## config.mk

```make
export PLATFORM = sky130hd
export DESIGN_NAME = coord_mapper_flat
export DESIGN_NICKNAME = d
export VERILOG_FILES = /design/src/rtl/coord_pkg.sv /design/src/rtl/coord_mapper_if.sv /design/src/rtl/coord_axis_acc.sv /design/src/rtl/coord_mapper.sv /design/src/flat_wrapper.sv
export SDC_FILE = /design/constraint.sdc
export NUM_CORES = 1
export LEC_CHECK = 0
export ABC_AREA = 0
export CORE_UTILIZATION = 50
export CTS_CLUSTER_SIZE = 16
export DETAILED_ROUTE_END_ITERATION = 10
export HOLD_SLACK_MARGIN = 0.15
export PLACE_DENSITY = 0.78
export SETUP_SLACK_MARGIN = 0.1
export SYNTH_ARGS = -nofsm -noshare
export SYNTH_HDL_FRONTEND = slang
export SYNTH_SLANG_ARGS = --single-unit
```

## constraint.sdc

```tcl
create_clock -name clk -period 2.7 [get_ports clk]
set_input_delay 0.27 -clock clk [delete_from_list [all_inputs] [get_ports clk]]
set_output_delay 0.27 -clock clk [all_outputs]
set_load 0.05 [all_outputs]
```

## src/rtl/coord_pkg.sv

```systemverilog
// coord_pkg: shared types and constants for the coord_mapper slice.
//   fixed_t      : default-width signed fixed-point coordinate type
//   state_t      : frame sequencer states (IDLE/LOAD/RUN/DONE)
//   COORD_*      : default format widths (Q5.20 coordinates, 10-bit pixel counters)
//   DEFAULT_STEP : 0.003125 per pixel in Q5.20 (3276.8 rounded to 3277)
package coord_pkg;

  localparam int COORD_DATA_W  = 25;
  localparam int COORD_FRACT_W = 20;
  localparam int COORD_PIXEL_W = 10;

  typedef logic signed [COORD_DATA_W-1:0] fixed_t;

  typedef enum logic [1:0] {
    IDLE = 2'd0,
    LOAD = 2'd1,
    RUN  = 2'd2,
    DONE = 2'd3
  } state_t;

  localparam fixed_t DEFAULT_STEP = 25'sd3277;
  localparam fixed_t FIXED_ONE    = 25'sd1048576;

endpackage

```

## src/rtl/coord_mapper_if.sv

```systemverilog
// coord_mapper_if: beat stream from the coordinate generator to the engine distributor.
//   out_valid  : beat available (producer)
//   out_ready  : consumer accepts the beat
//   real_x     : LANES packed real coordinates, lane k at [k*DATA_W +: DATA_W]
//   imag_y     : imaginary coordinate shared by all lanes
//   pixel_x    : x of lane 0;  pixel_y : line index
//   last_x     : final beat of the line;  last_frame : final beat of the frame
// Modports: master = producer (coord_mapper), slave = consumer.
interface coord_mapper_if
  import coord_pkg::*;
#(
  parameter int DATA_W  = COORD_DATA_W,
  parameter int PIXEL_W = COORD_PIXEL_W,
  parameter int LANES   = 1
);

  logic                      out_valid;
  logic                      out_ready;
  logic [LANES*DATA_W-1:0]   real_x;
  logic [DATA_W-1:0]         imag_y;
  logic [PIXEL_W-1:0]        pixel_x;
  logic [PIXEL_W-1:0]        pixel_y;
  logic                      last_x;
  logic                      last_frame;

  modport master (
    output out_valid, real_x, imag_y, pixel_x, pixel_y, last_x, last_frame,
    input  out_ready
  );

  modport slave (
    input  out_valid, real_x, imag_y, pixel_x, pixel_y, last_x, last_frame,
    output out_ready
  );

endinterface

```

## src/rtl/coord_axis_acc.sv

```systemverilog
// coord_axis_acc: one-axis coordinate accumulator.
//   clk, reset : clock, synchronous active-high reset (accumulator clears to 0)
//   restart    : reload the accumulator with base (takes priority over advance)
//   advance    : add inc to the accumulator (two's complement wraparound)
//   base, inc  : reload value and per-step increment
//   acc_next   : value the accumulator takes at the next edge; the parent registers
//                its outputs from this so they line up with the accumulator itself
module coord_axis_acc
  import coord_pkg::*;
#(
  parameter int DATA_W = COORD_DATA_W
) (
  input  logic                     clk,
  input  logic                     reset,
  input  logic                     restart,
  input  logic                     advance,
  input  logic signed [DATA_W-1:0] base,
  input  logic signed [DATA_W-1:0] inc,
  output logic signed [DATA_W-1:0] acc_next
);

  logic signed [DATA_W-1:0] acc_r;
  logic signed [DATA_W-1:0] acc_next_s;

  // next accumulator value: restart beats advance, otherwise hold
  always_comb begin
    acc_next_s = acc_r;
    if (restart) begin
      acc_next_s = base;
    end else if (advance) begin
      acc_next_s = acc_r + inc;
    end else begin
      acc_next_s = acc_r;
    end
  end

  // accumulator register
  always_ff @(posedge clk) begin
    if (reset) begin
      acc_r <= {DATA_W{1'b0}};
    end else begin
      acc_r <= acc_next_s;
    end
  end

  assign acc_next = acc_next_s;

endmodule

```

## src/rtl/coord_mapper.sv

```systemverilog
// coord_mapper: scans a H_RES x V_RES frame and emits LANES adjacent pixels per beat
// with their fixed-point complex-plane coordinates (offset + index*step).
//   clk, reset           : clock, synchronous active-high reset
//   start                : frame request, only looked at in IDLE
//   step                 : per-pixel increment, both axes
//   x_offset, y_offset   : origin (top-left corner, or frame centre when
//                          COORD_MAPPER_CENTER_EN is defined)
//   busy                 : high in LOAD, RUN and DONE
//   frame_done           : one-cycle pulse in DONE
//   out_if (master)      : beat stream, see coord_mapper_if
// Optional build macro: COORD_MAPPER_CENTER_EN.
// Configuration is captured into shadow registers on the start cycle so a frame
// is immune to input changes. All outputs come straight from registers.
module coord_mapper
  import coord_pkg::*;
#(
  parameter int PIXEL_W = COORD_PIXEL_W,
  parameter int DATA_W  = COORD_DATA_W,
  parameter int FRACT_W = COORD_FRACT_W,
  parameter int H_RES   = 640,
  parameter int V_RES   = 480,
  parameter int LANES   = 1
) (
  input  logic                     clk,
  input  logic                     reset,
  input  logic                     start,
  input  logic signed [DATA_W-1:0] step,
  input  logic signed [DATA_W-1:0] x_offset,
  input  logic signed [DATA_W-1:0] y_offset,
  output logic                     busy,
  output logic                     frame_done,
  coord_mapper_if.master           out_if
);

  localparam logic [PIXEL_W-1:0] LAST_X_C = PIXEL_W'(H_RES - LANES);
  localparam logic [PIXEL_W-1:0] LAST_Y_C = PIXEL_W'(V_RES - 1);
  localparam logic [PIXEL_W-1:0] LANES_C  = PIXEL_W'(LANES);

  // reject parameter sets the datapath cannot represent
  generate
    if ((FRACT_W >= DATA_W) || ((H_RES % LANES) != 0)) begin : g_bad_cfg
      $error("coord_mapper: invalid parameterisation");
    end
  endgenerate

  state_t state_r, next_state_s;
  logic   capture_s, load_s, accept_s, line_end_s;

  logic signed [DATA_W-1:0] step_sh_r, xoff_sh_r, yoff_sh_r;
  logic signed [DATA_W-1:0] x_start_s, y_start_s, x_start_r, y_start_r;
  logic signed [DATA_W-1:0] x_base_s, x_inc_s, x_next_s, y_next_s;
  logic signed [DATA_W-1:0] lane_off_s [LANES];
  logic signed [DATA_W-1:0] lane_off_r [LANES];
  logic signed [DATA_W-1:0] lane_sel_s [LANES];
  logic signed [DATA_W-1:0] real_x_r   [LANES];
  logic signed [DATA_W-1:0] imag_y_r;

  logic [PIXEL_W-1:0] pixel_x_r, pixel_y_r, px_next_s, py_next_s;
  logic               last_x_r, last_frame_r, last_x_next_s, last_frame_next_s;
  logic               out_valid_r, busy_r, frame_done_r;

  assign accept_s   = out_valid_r && out_if.out_ready;
  assign line_end_s = accept_s && last_x_r;

  // sequencer next state and one-cycle strobes
  always_comb begin
    next_state_s = state_r;
    capture_s    = 1'b0;
    load_s       = 1'b0;
    case (state_r)
      IDLE: begin
        if (start) begin
          next_state_s = LOAD;
          capture_s    = 1'b1;
        end else begin
          next_state_s = IDLE;
        end
      end
      LOAD: begin
        next_state_s = RUN;
        load_s       = 1'b1;
      end
      RUN: begin
        if (accept_s && last_frame_r) begin
          next_state_s = DONE;
        end else begin
          next_state_s = RUN;
        end
      end
      DONE:    next_state_s = IDLE;
      default: next_state_s = IDLE;
    endcase
  end

  // state register and status outputs, registered from the next state
  always_ff @(posedge clk) begin
    if (reset) begin
      state_r      <= IDLE;
      busy_r       <= 1'b0;
      frame_done_r <= 1'b0;
      out_valid_r  <= 1'b0;
    end else begin
      state_r      <= next_state_s;
      busy_r       <= (next_state_s != IDLE);
      frame_done_r <= (next_state_s == DONE);
      out_valid_r  <= (next_state_s == RUN);
    end
  end

  // shadow copy of the frame configuration, taken on the start cycle
  always_ff @(posedge clk) begin
    if (reset) begin
      step_sh_r <= {DATA_W{1'b0}};
      xoff_sh_r <= {DATA_W{1'b0}};
      yoff_sh_r <= {DATA_W{1'b0}};
    end else if (capture_s) begin
      step_sh_r <= step;
      xoff_sh_r <= x_offset;
      yoff_sh_r <= y_offset;
    end else begin
      step_sh_r <= step_sh_r;
      xoff_sh_r <= xoff_sh_r;
      yoff_sh_r <= yoff_sh_r;
    end
  end

  // lane offsets, x increment and frame start points (products truncate to DATA_W)
  always_comb begin
    for (int k = 0; k < LANES; k++) begin
      lane_off_s[k] = step_sh_r * $signed(DATA_W'(k));
    end
    x_inc_s = step_sh_r * $signed(DATA_W'(LANES));
`ifdef COORD_MAPPER_CENTER_EN
    x_start_s = xoff_sh_r - step_sh_r * $signed(DATA_W'(H_RES / 2));
    y_start_s = yoff_sh_r - step_sh_r * $signed(DATA_W'(V_RES / 2));
`else
    x_start_s = xoff_sh_r;
    y_start_s = yoff_sh_r;
`endif
  end

  // during LOAD the registered copies are not valid yet, so use the fresh values
  always_comb begin
    x_base_s = x_start_r;
    for (int k = 0; k < LANES; k++) begin
      lane_sel_s[k] = lane_off_r[k];
    end
    if (load_s) begin
      x_base_s = x_start_s;
      for (int k = 0; k < LANES; k++) begin
        lane_sel_s[k] = lane_off_s[k];
      end
    end else begin
      x_base_s = x_start_r;
    end
  end

  coord_axis_acc #(.DATA_W(DATA_W)) u_x_acc (
    .clk      (clk),
    .reset    (reset),
    .restart  (load_s || line_end_s),
    .advance  (accept_s),
    .base     (x_base_s),
    .inc      (x_inc_s),
    .acc_next (x_next_s)
  );

  coord_axis_acc #(.DATA_W(DATA_W)) u_y_acc (
    .clk      (clk),
    .reset    (reset),
    .restart  (load_s),
    .advance  (line_end_s),
    .base     (y_start_s),
    .inc      (step_sh_r),
    .acc_next (y_next_s)
  );

  // pixel counters and end-of-line / end-of-frame flags for the next beat
  always_comb begin
    px_next_s = pixel_x_r;
    py_next_s = pixel_y_r;
    if (load_s) begin
      px_next_s = {PIXEL_W{1'b0}};
      py_next_s = {PIXEL_W{1'b0}};
    end else if (line_end_s) begin
      px_next_s = {PIXEL_W{1'b0}};
      py_next_s = pixel_y_r + {{(PIXEL_W-1){1'b0}}, 1'b1};
    end else if (accept_s) begin
      px_next_s = pixel_x_r + LANES_C;
    end else begin
      px_next_s = pixel_x_r;
      py_next_s = pixel_y_r;
    end
    last_x_next_s     = (px_next_s == LAST_X_C);
    last_frame_next_s = last_x_next_s && (py_next_s == LAST_Y_C);
  end

  // per-frame constants latched in LOAD
  always_ff @(posedge clk) begin
    if (reset) begin
      x_start_r <= {DATA_W{1'b0}};
      y_start_r <= {DATA_W{1'b0}};
      for (int k = 0; k < LANES; k++) begin
        lane_off_r[k] <= {DATA_W{1'b0}};
      end
    end else if (load_s) begin
      x_start_r <= x_start_s;
      y_start_r <= y_start_s;
      for (int k = 0; k < LANES; k++) begin
        lane_off_r[k] <= lane_off_s[k];
      end
    end else begin
      x_start_r <= x_start_r;
      y_start_r <= y_start_r;
    end
  end

  // output beat registers: refreshed on LOAD and on every acceptance, held while stalled
  always_ff @(posedge clk) begin
    if (reset) begin
      imag_y_r     <= {DATA_W{1'b0}};
      pixel_x_r    <= {PIXEL_W{1'b0}};
      pixel_y_r    <= {PIXEL_W{1'b0}};
      last_x_r     <= 1'b0;
      last_frame_r <= 1'b0;
      for (int k = 0; k < LANES; k++) begin
        real_x_r[k] <= {DATA_W{1'b0}};
      end
    end else if (load_s || accept_s) begin
      imag_y_r     <= y_next_s;
      pixel_x_r    <= px_next_s;
      pixel_y_r    <= py_next_s;
      last_x_r     <= last_x_next_s;
      last_frame_r <= last_frame_next_s;
      for (int k = 0; k < LANES; k++) begin
        real_x_r[k] <= x_next_s + lane_sel_s[k];
      end
    end else begin
      imag_y_r     <= imag_y_r;
      pixel_x_r    <= pixel_x_r;
      pixel_y_r    <= pixel_y_r;
      last_x_r     <= last_x_r;
      last_frame_r <= last_frame_r;
    end
  end

  genvar g;
  generate
    for (g = 0; g < LANES; g++) begin : g_lane
      assign out_if.real_x[g*DATA_W +: DATA_W] = real_x_r[g];
    end
  endgenerate

  assign out_if.out_valid  = out_valid_r;
  assign out_if.imag_y     = imag_y_r;
  assign out_if.pixel_x    = pixel_x_r;
  assign out_if.pixel_y    = pixel_y_r;
  assign out_if.last_x     = last_x_r;
  assign out_if.last_frame = last_frame_r;
  assign busy              = busy_r;
  assign frame_done        = frame_done_r;

endmodule

```

## src/flat_wrapper.sv

```systemverilog
// flat-port wrapper written by rule: the top's interface ports become plain ports
module coord_mapper_flat import coord_pkg::*;
#(
  parameter int PIXEL_W = COORD_PIXEL_W,
  parameter int DATA_W  = COORD_DATA_W,
  parameter int FRACT_W = COORD_FRACT_W,
  parameter int H_RES   = 640,
  parameter int V_RES   = 480,
  parameter int LANES   = 1
)
  (clk, reset, start, step, x_offset, y_offset, busy, frame_done, out_if_out_valid, out_if_real_x, out_if_imag_y, out_if_pixel_x, out_if_pixel_y, out_if_last_x, out_if_last_frame, out_if_out_ready);
  coord_mapper_if #(.DATA_W(DATA_W), .PIXEL_W(PIXEL_W), .LANES(LANES)) out_if_i ();
  input  logic clk;
  input  logic reset;
  input  logic start;
  input  logic signed [DATA_W-1:0] step;
  input  logic signed [DATA_W-1:0] x_offset;
  input  logic signed [DATA_W-1:0] y_offset;
  output logic busy;
  output logic frame_done;
  output wire logic [$bits(out_if_i.out_valid)-1:0] out_if_out_valid;
  output wire logic [$bits(out_if_i.real_x)-1:0] out_if_real_x;
  output wire logic [$bits(out_if_i.imag_y)-1:0] out_if_imag_y;
  output wire logic [$bits(out_if_i.pixel_x)-1:0] out_if_pixel_x;
  output wire logic [$bits(out_if_i.pixel_y)-1:0] out_if_pixel_y;
  output wire logic [$bits(out_if_i.last_x)-1:0] out_if_last_x;
  output wire logic [$bits(out_if_i.last_frame)-1:0] out_if_last_frame;
  input wire logic [$bits(out_if_i.out_ready)-1:0] out_if_out_ready;
  assign out_if_out_valid = out_if_i.out_valid;
  assign out_if_real_x = out_if_i.real_x;
  assign out_if_imag_y = out_if_i.imag_y;
  assign out_if_pixel_x = out_if_i.pixel_x;
  assign out_if_pixel_y = out_if_i.pixel_y;
  assign out_if_last_x = out_if_i.last_x;
  assign out_if_last_frame = out_if_i.last_frame;
  assign out_if_i.out_ready = out_if_out_ready;
  coord_mapper #(.PIXEL_W(PIXEL_W), .DATA_W(DATA_W), .FRACT_W(FRACT_W), .H_RES(H_RES), .V_RES(V_RES), .LANES(LANES)) u_core (.clk(clk), .reset(reset), .start(start), .step(step), .x_offset(x_offset), .y_offset(y_offset), .busy(busy), .frame_done(frame_done), .out_if(out_if_i));
endmodule
```

# Yosys cells after proc, flatten, opt, wreduce, memory -nomap -nowiden
# Memories as Yosys holds them, arrays and structs flattened.
# Index checks and enable logic that the tools add are counted.
# totals
mem_count	1
mem_bits_rw	25
rom_bits	0
inputBits	79
reg_bits	202
out_inout_bits	75
latch_bits	0
# memory_table
memory	depth	width	read_ports	rd_clocked_by_memory_dff	wr	line	source
u_core.real_x_r	1	25	1	0	1	coord_mapper.sv:55	logic signed [DATA_W-1:0] real_x_r [LANES];
# op_classes
mul	0
reduce_logical	9
bitwise_logic	0
shifts	0
n_lt_le_gt_ge	0
n_eq_ne	7
div	0
n_mux	24
addsub	5
# op_table
op	n
$mux W25	7
$add A25 B25 Y25	3
$mux W10	5
$reduce_or A25 Y1	1
$add A10 B1 Y10 const B	2
$mux W1	11
$eq A10 B10 Y1 const B	1
$eq A10 B9 Y1 const B	1
$eq A2 B2 Y1 const B	4
$pmux W2 S4	1
$logic_and A1 B1 Y1	4
$eq A2 B1 Y1 const B	1
$logic_not A2 Y1	1
$logic_or A1 B1 Y1	2
$reduce_bool A2 Y1	1

# Longest topological paths before layout
# depth
ltp_word	8
ltp_mapped	11

# Modules after synthesis
# Synthesis repeated with hierarchy kept, for this count alone.
# unflattened
cells_unflattened	1318
area_unflattened_um2	11474.8
# modules_own_cells
mod	area_each_um2	cells_each	instances
coord_mapper	6602.6	685	1
coord_axis_acc (u_core.u_x_acc)	2462.4	326	1
coord_axis_acc (u_core.u_y_acc)	2409.8	307	1

# Worst setup path after synthesis
# No wires, ideal clock.
# synth_timing
path_kind	reg2reg
startpoint	register u_core.u_y_acc.acc_r[0]
endpoint	register u_core.imag_y_r[18], in the netlist u_core.out_if.imag_y[18]
n_path_buf	0
setup_slack_ns	-0.003
setup_ns	0.129
stages_incl_launch_ff	12
t_arrival_ns	2.573
t_required_ns	2.571
cell_sequence	dfxtp_1 > ha_1 > fa_1 > a211oi_1 > o21ai_0 > a21oi_1 > o21bai_1 > a41o_1 > xnor2_1 > nor2_1 > a2111oi_0 > nor2b_1
# synth_via
elab_chain_cells	3
# synth_rtl
element	line	source
start: declaration	coord_axis_acc.sv:22	logic signed [DATA_W-1:0] acc_r;
start signal: assignment	coord_axis_acc.sv:40	acc_r <= {DATA_W{1'b0}};
start signal: assignment	coord_axis_acc.sv:42	acc_r <= acc_next_s;
$add A25 B25 Y25	coord_axis_acc.sv:31	acc_next_s = acc_r + inc;
$mux W25	coord_axis_acc.sv:30	end else if (advance) begin
$mux W25	coord_axis_acc.sv:28	if (restart) begin
end signal: assignment	coord_mapper.sv:221	imag_y_r <= {DATA_W{1'b0}};
end signal: assignment	coord_mapper.sv:230	imag_y_r <= y_next_s;
end signal: assignment	coord_mapper.sv:239	imag_y_r <= imag_y_r;
end: declaration	coord_mapper.sv:56	logic signed [DATA_W-1:0] imag_y_r;
# Every way passes these cells.
# A chain may end at the register's enable or synchronous reset.

# Worst setup path after layout
# layout_timing
startpoint	register u_core.step_sh_r[0]
endpoint	register u_core.imag_y_r[24], in the netlist u_core.out_if.imag_y[24]
# layout_via
elab_chain_cells	3
# layout_rtl
element	line	source
start: declaration	coord_mapper.sv:49	logic signed [DATA_W-1:0] step_sh_r, xoff_sh_r, yoff_sh_r;
start signal: assignment	coord_mapper.sv:113	step_sh_r <= {DATA_W{1'b0}};
start signal: assignment	coord_mapper.sv:117	step_sh_r <= step;
start signal: assignment	coord_mapper.sv:121	step_sh_r <= step_sh_r;
$add A25 B25 Y25	coord_axis_acc.sv:31	
$mux W25	coord_axis_acc.sv:30	
$mux W25	coord_axis_acc.sv:28	
# Every way passes these cells.

==> results.sh <==
export IMPL_initial_utilization_pct=50.8
export IMPL_wl_per_cell_microns=17.7
export IMPL_holdWs_ps=297
export IMPL_setup_ws_ps=-45.1
export IMPL_yosysWarnings=0
export IMPL_syn_nets=1464
export IMPL_max_clock_path_buffers=3
export IMPL_worstMarginPinSlew_ps=585
export IMPL_grt_util_all_layers_pct=28.0
export IMPL_num_rows=54
export IMPL_hold_class="in2reg"
export IMPL_wl_mm=32.0
export IMPL_yosys_area_top_type_share_pct=36.6
export IMPL_crit_path_end_kind="flip-flop"
export IMPL_async_flop_share_pct=0
export IMPL_syn_avg_cell_area_sq_um=8.32
export IMPL_synth_edf_count=25
export IMPL_yosysUniqueCellTypes=69
export IMPL_worstPathRequired_ps=3110
export IMPL_dp_worst_setup_slack_ps=-182
export IMPL_slew_viol_final=0
export IMPL_drive_gt1_share_pct=13.0
export IMPL_clock_latency_ps=520
export IMPL_violations="setup timing"
export IMPL_grt_first_pass_wirelength_mm=50.0
export IMPL_ir_drop_v=0.000445
export IMPL_fmax_mhz=364
export IMPL_cts_root_buf="clkbuf_16"
export IMPL_cts_tree="built"
export IMPL_layout_common_cells="nand2_1 (267), dfxtp_1 (190), clkdlybuf4s50_1 (152)"
export IMPL_rsz0062_at_grt="yes"
export IMPL_status="complete, but fails checks"
export IMPL_critPathKind="reg2reg"
export IMPL_slew_headroom_pct=60.8
export IMPL_ant_nets=0
export IMPL_clock_sinks=227
export IMPL_dp_hpwl_mm=22.2
export IMPL_cts_max_level=1
export IMPL_drc=0
export IMPL_synth_cells=1329
export IMPL_startpoint_type="flip-flop"
export IMPL_antennaDiodeCount=0
export IMPL_seq_area_frac_synth_pct=43.4
export IMPL_die_width_microns=151
export IMPL_drv_cap=0
export IMPL_io_buffers=153
export IMPL_nNetsFinal=1649
export IMPL_pwr_density_cell_nw_per_um2=592
export IMPL_final_area_sq_um=14500
export IMPL_synth_ff_type="dfxtp_1"
export IMPL_hold_viol=0
export IMPL_fin_crit_sh_pct=102
export IMPL_via_per_inst=5.74
export IMPL_first_pass_iters=5
export IMPL_place_congestion=0.950
export IMPL_grt_max_degree=69
export IMPL_finClkSkew_ps=12.4
export IMPL_io_pins=154
export IMPL_rrSetupSlack_ps=-50
export IMPL_grt_overflow_total=0
export IMPL_synth_area_sq_um=11100
export IMPL_num_vias=10400
export IMPL_finalCriticalPeriod_ps=2750
export IMPL_first_iter_violations=754
export IMPL_numCtsBuffers=25
export IMPL_ys_top_cells_by_area="dfxtp_1 (37%), nand2_1 (9.1%), a21oi_1 (7.1%)"
export IMPL_power_leakage_nw=5.68
export IMPL_synth_seq_cells=227
export IMPL_clkTransAtPathRegs_ps=70
export IMPL_final_common_cell="nand2_1"
export IMPL_core_sq_um=21800
export IMPL_synth_top_area_cell="dfxtp_1"
export IMPL_die_area_sq_um=22700
export IMPL_cp_arrival_ps=3160
export IMPL_die_height_microns=151
export IMPL_syn_to_final_growth_pct=31.0
export IMPL_finalSetupViolations=1
export IMPL_grt_pass1_vias=9790
export IMPL_crit_fanout=3
export IMPL_grt_antenna_before_repair=0
export IMPL_placed_area_sq_um=13200
[repair_timing]
item                                    4_1_cts  5_1_grt
resized for setup                            42       45
pin swaps                                    24       38
hold buffers                                  1        0
buffers inserted                              4       10
hold endpoints to repair                     12        0
endpoints found under the setup margin       35       48
[layer usage]
metal  global-route usage, %  wire [microns]
met2                    47.9           15200
met5                       0               0
met4                    9.10             926
met1                    36.6           13900
met3                    3.33            1960
[Yosys cell counts (13+ instances only)]
| master | number |
|---|---|
| nand2_1 | 268 |
| dfxtp_1 | 202 |
| a21oi_1 | 157 |
| nor2_1 | 122 |
| o21ai_0 | 74 |
| clkbuf_1 | 65 |
| ha_1 | 54 |
| xnor2_1 | 35 |
| mux2i_1 | 31 |
| edfxtp_1 | 25 |
| a21o_1 | 24 |
| inv_1 | 21 |
| xor2_1 | 21 |
| nor3_1 | 20 |
| and2_1 | 17 |
| a211oi_1 | 14 |
| nand4_1 | 14 |
| nand3_1 | 13 |
[critical path: stages (launching register included)]
cell and delay (ps):
dfxtp_4 370, ha_4 170, fa_2 370, a211oi_4 270
o21ai_2 120, a21oi_2 200, buf_4 170, nor4_4 50
nor2_1 120, a21oi_2 90, xnor2_2 240, mux2i_1 120
o41ai_1 360
[flip-flops by register name (all words and copies together) (netlist names)]
signal	cells
u_core.out_if.imag_y	25
u_core.real_x_r	25
u_core.step_sh_r	25
u_core.u_x_acc.acc_r	25
u_core.u_y_acc.acc_r	25
u_core.x_start_r	25
u_core.x_start_s	25
u_core.y_start_s	25
u_core.out_if.pixel_x	10
u_core.out_if.pixel_y	10
u_core.state_r	2
u_core.busy	1
u_core.frame_done	1
u_core.out_if.last_frame	1
u_core.out_if.last_x	1
u_core.out_if.out_valid	1
[where the power goes]
part	internal [W]	switching (W)	leakage, nW
Combinational	0.000579	0.000876	3.36
Sequential	0.00360	0.000131	1.92
Clock	0.00203	0.00135	0.401
[kinds of logic (layout without fill, tap and decap cells)]
logic type	count (synthesis)	after routing	share of synthesized area (%)
flip-flops	227	227	43.4
multiplexers	33	33	3.04
XOR/XNOR	56	56	4.44
AND/OR/NAND/NOR	497	497	19.2
adder cells (fa/ha/maj)	56	56	6.47
buffers and inverters	96	299	3.33
AO/OA/AOI/OAI	364	364	20.1
[cell type report]
cell class	instances	area, sq um
Timing Repair Buffer	233	2190
Clock buffer	39	761
Sequential cell	227	4820
Inverter	21	78.8
Clock inverter	6	61.3
Fill cell	1793	7280
Multi-Input combinational cell	1006	6220
Tap cell	280	350
[per-stage QoR]
step                power [W]  cells  setup TNS [ps]  util, %
CTS                   0.00857   1802               0     65.6
finish                0.00857   1812           -45.1     66.6
global placement      0.00516   1752            -475     60.8
detailed placement    0.00518   1752           -1070     60.8
global route          0.00887   1812            -789     66.6
floorplan             0.00462   1329               0        -
[final timing paths]
check	startpoint	end	depth (start not counted)
setup / recovery	u_core.step_sh_r[0]	u_core.out_if.imag_y[24]	12
hold / removal	y_offset[22]	u_core.y_start_s[22]	3
setup reg to reg	u_core.step_sh_r[0]	u_core.out_if.imag_y[24]	12
hold reg to reg	u_core.y_start_s[15]	u_core.y_start_s[15]	2
Note: power is estimated with default switching activity, not from simulation.
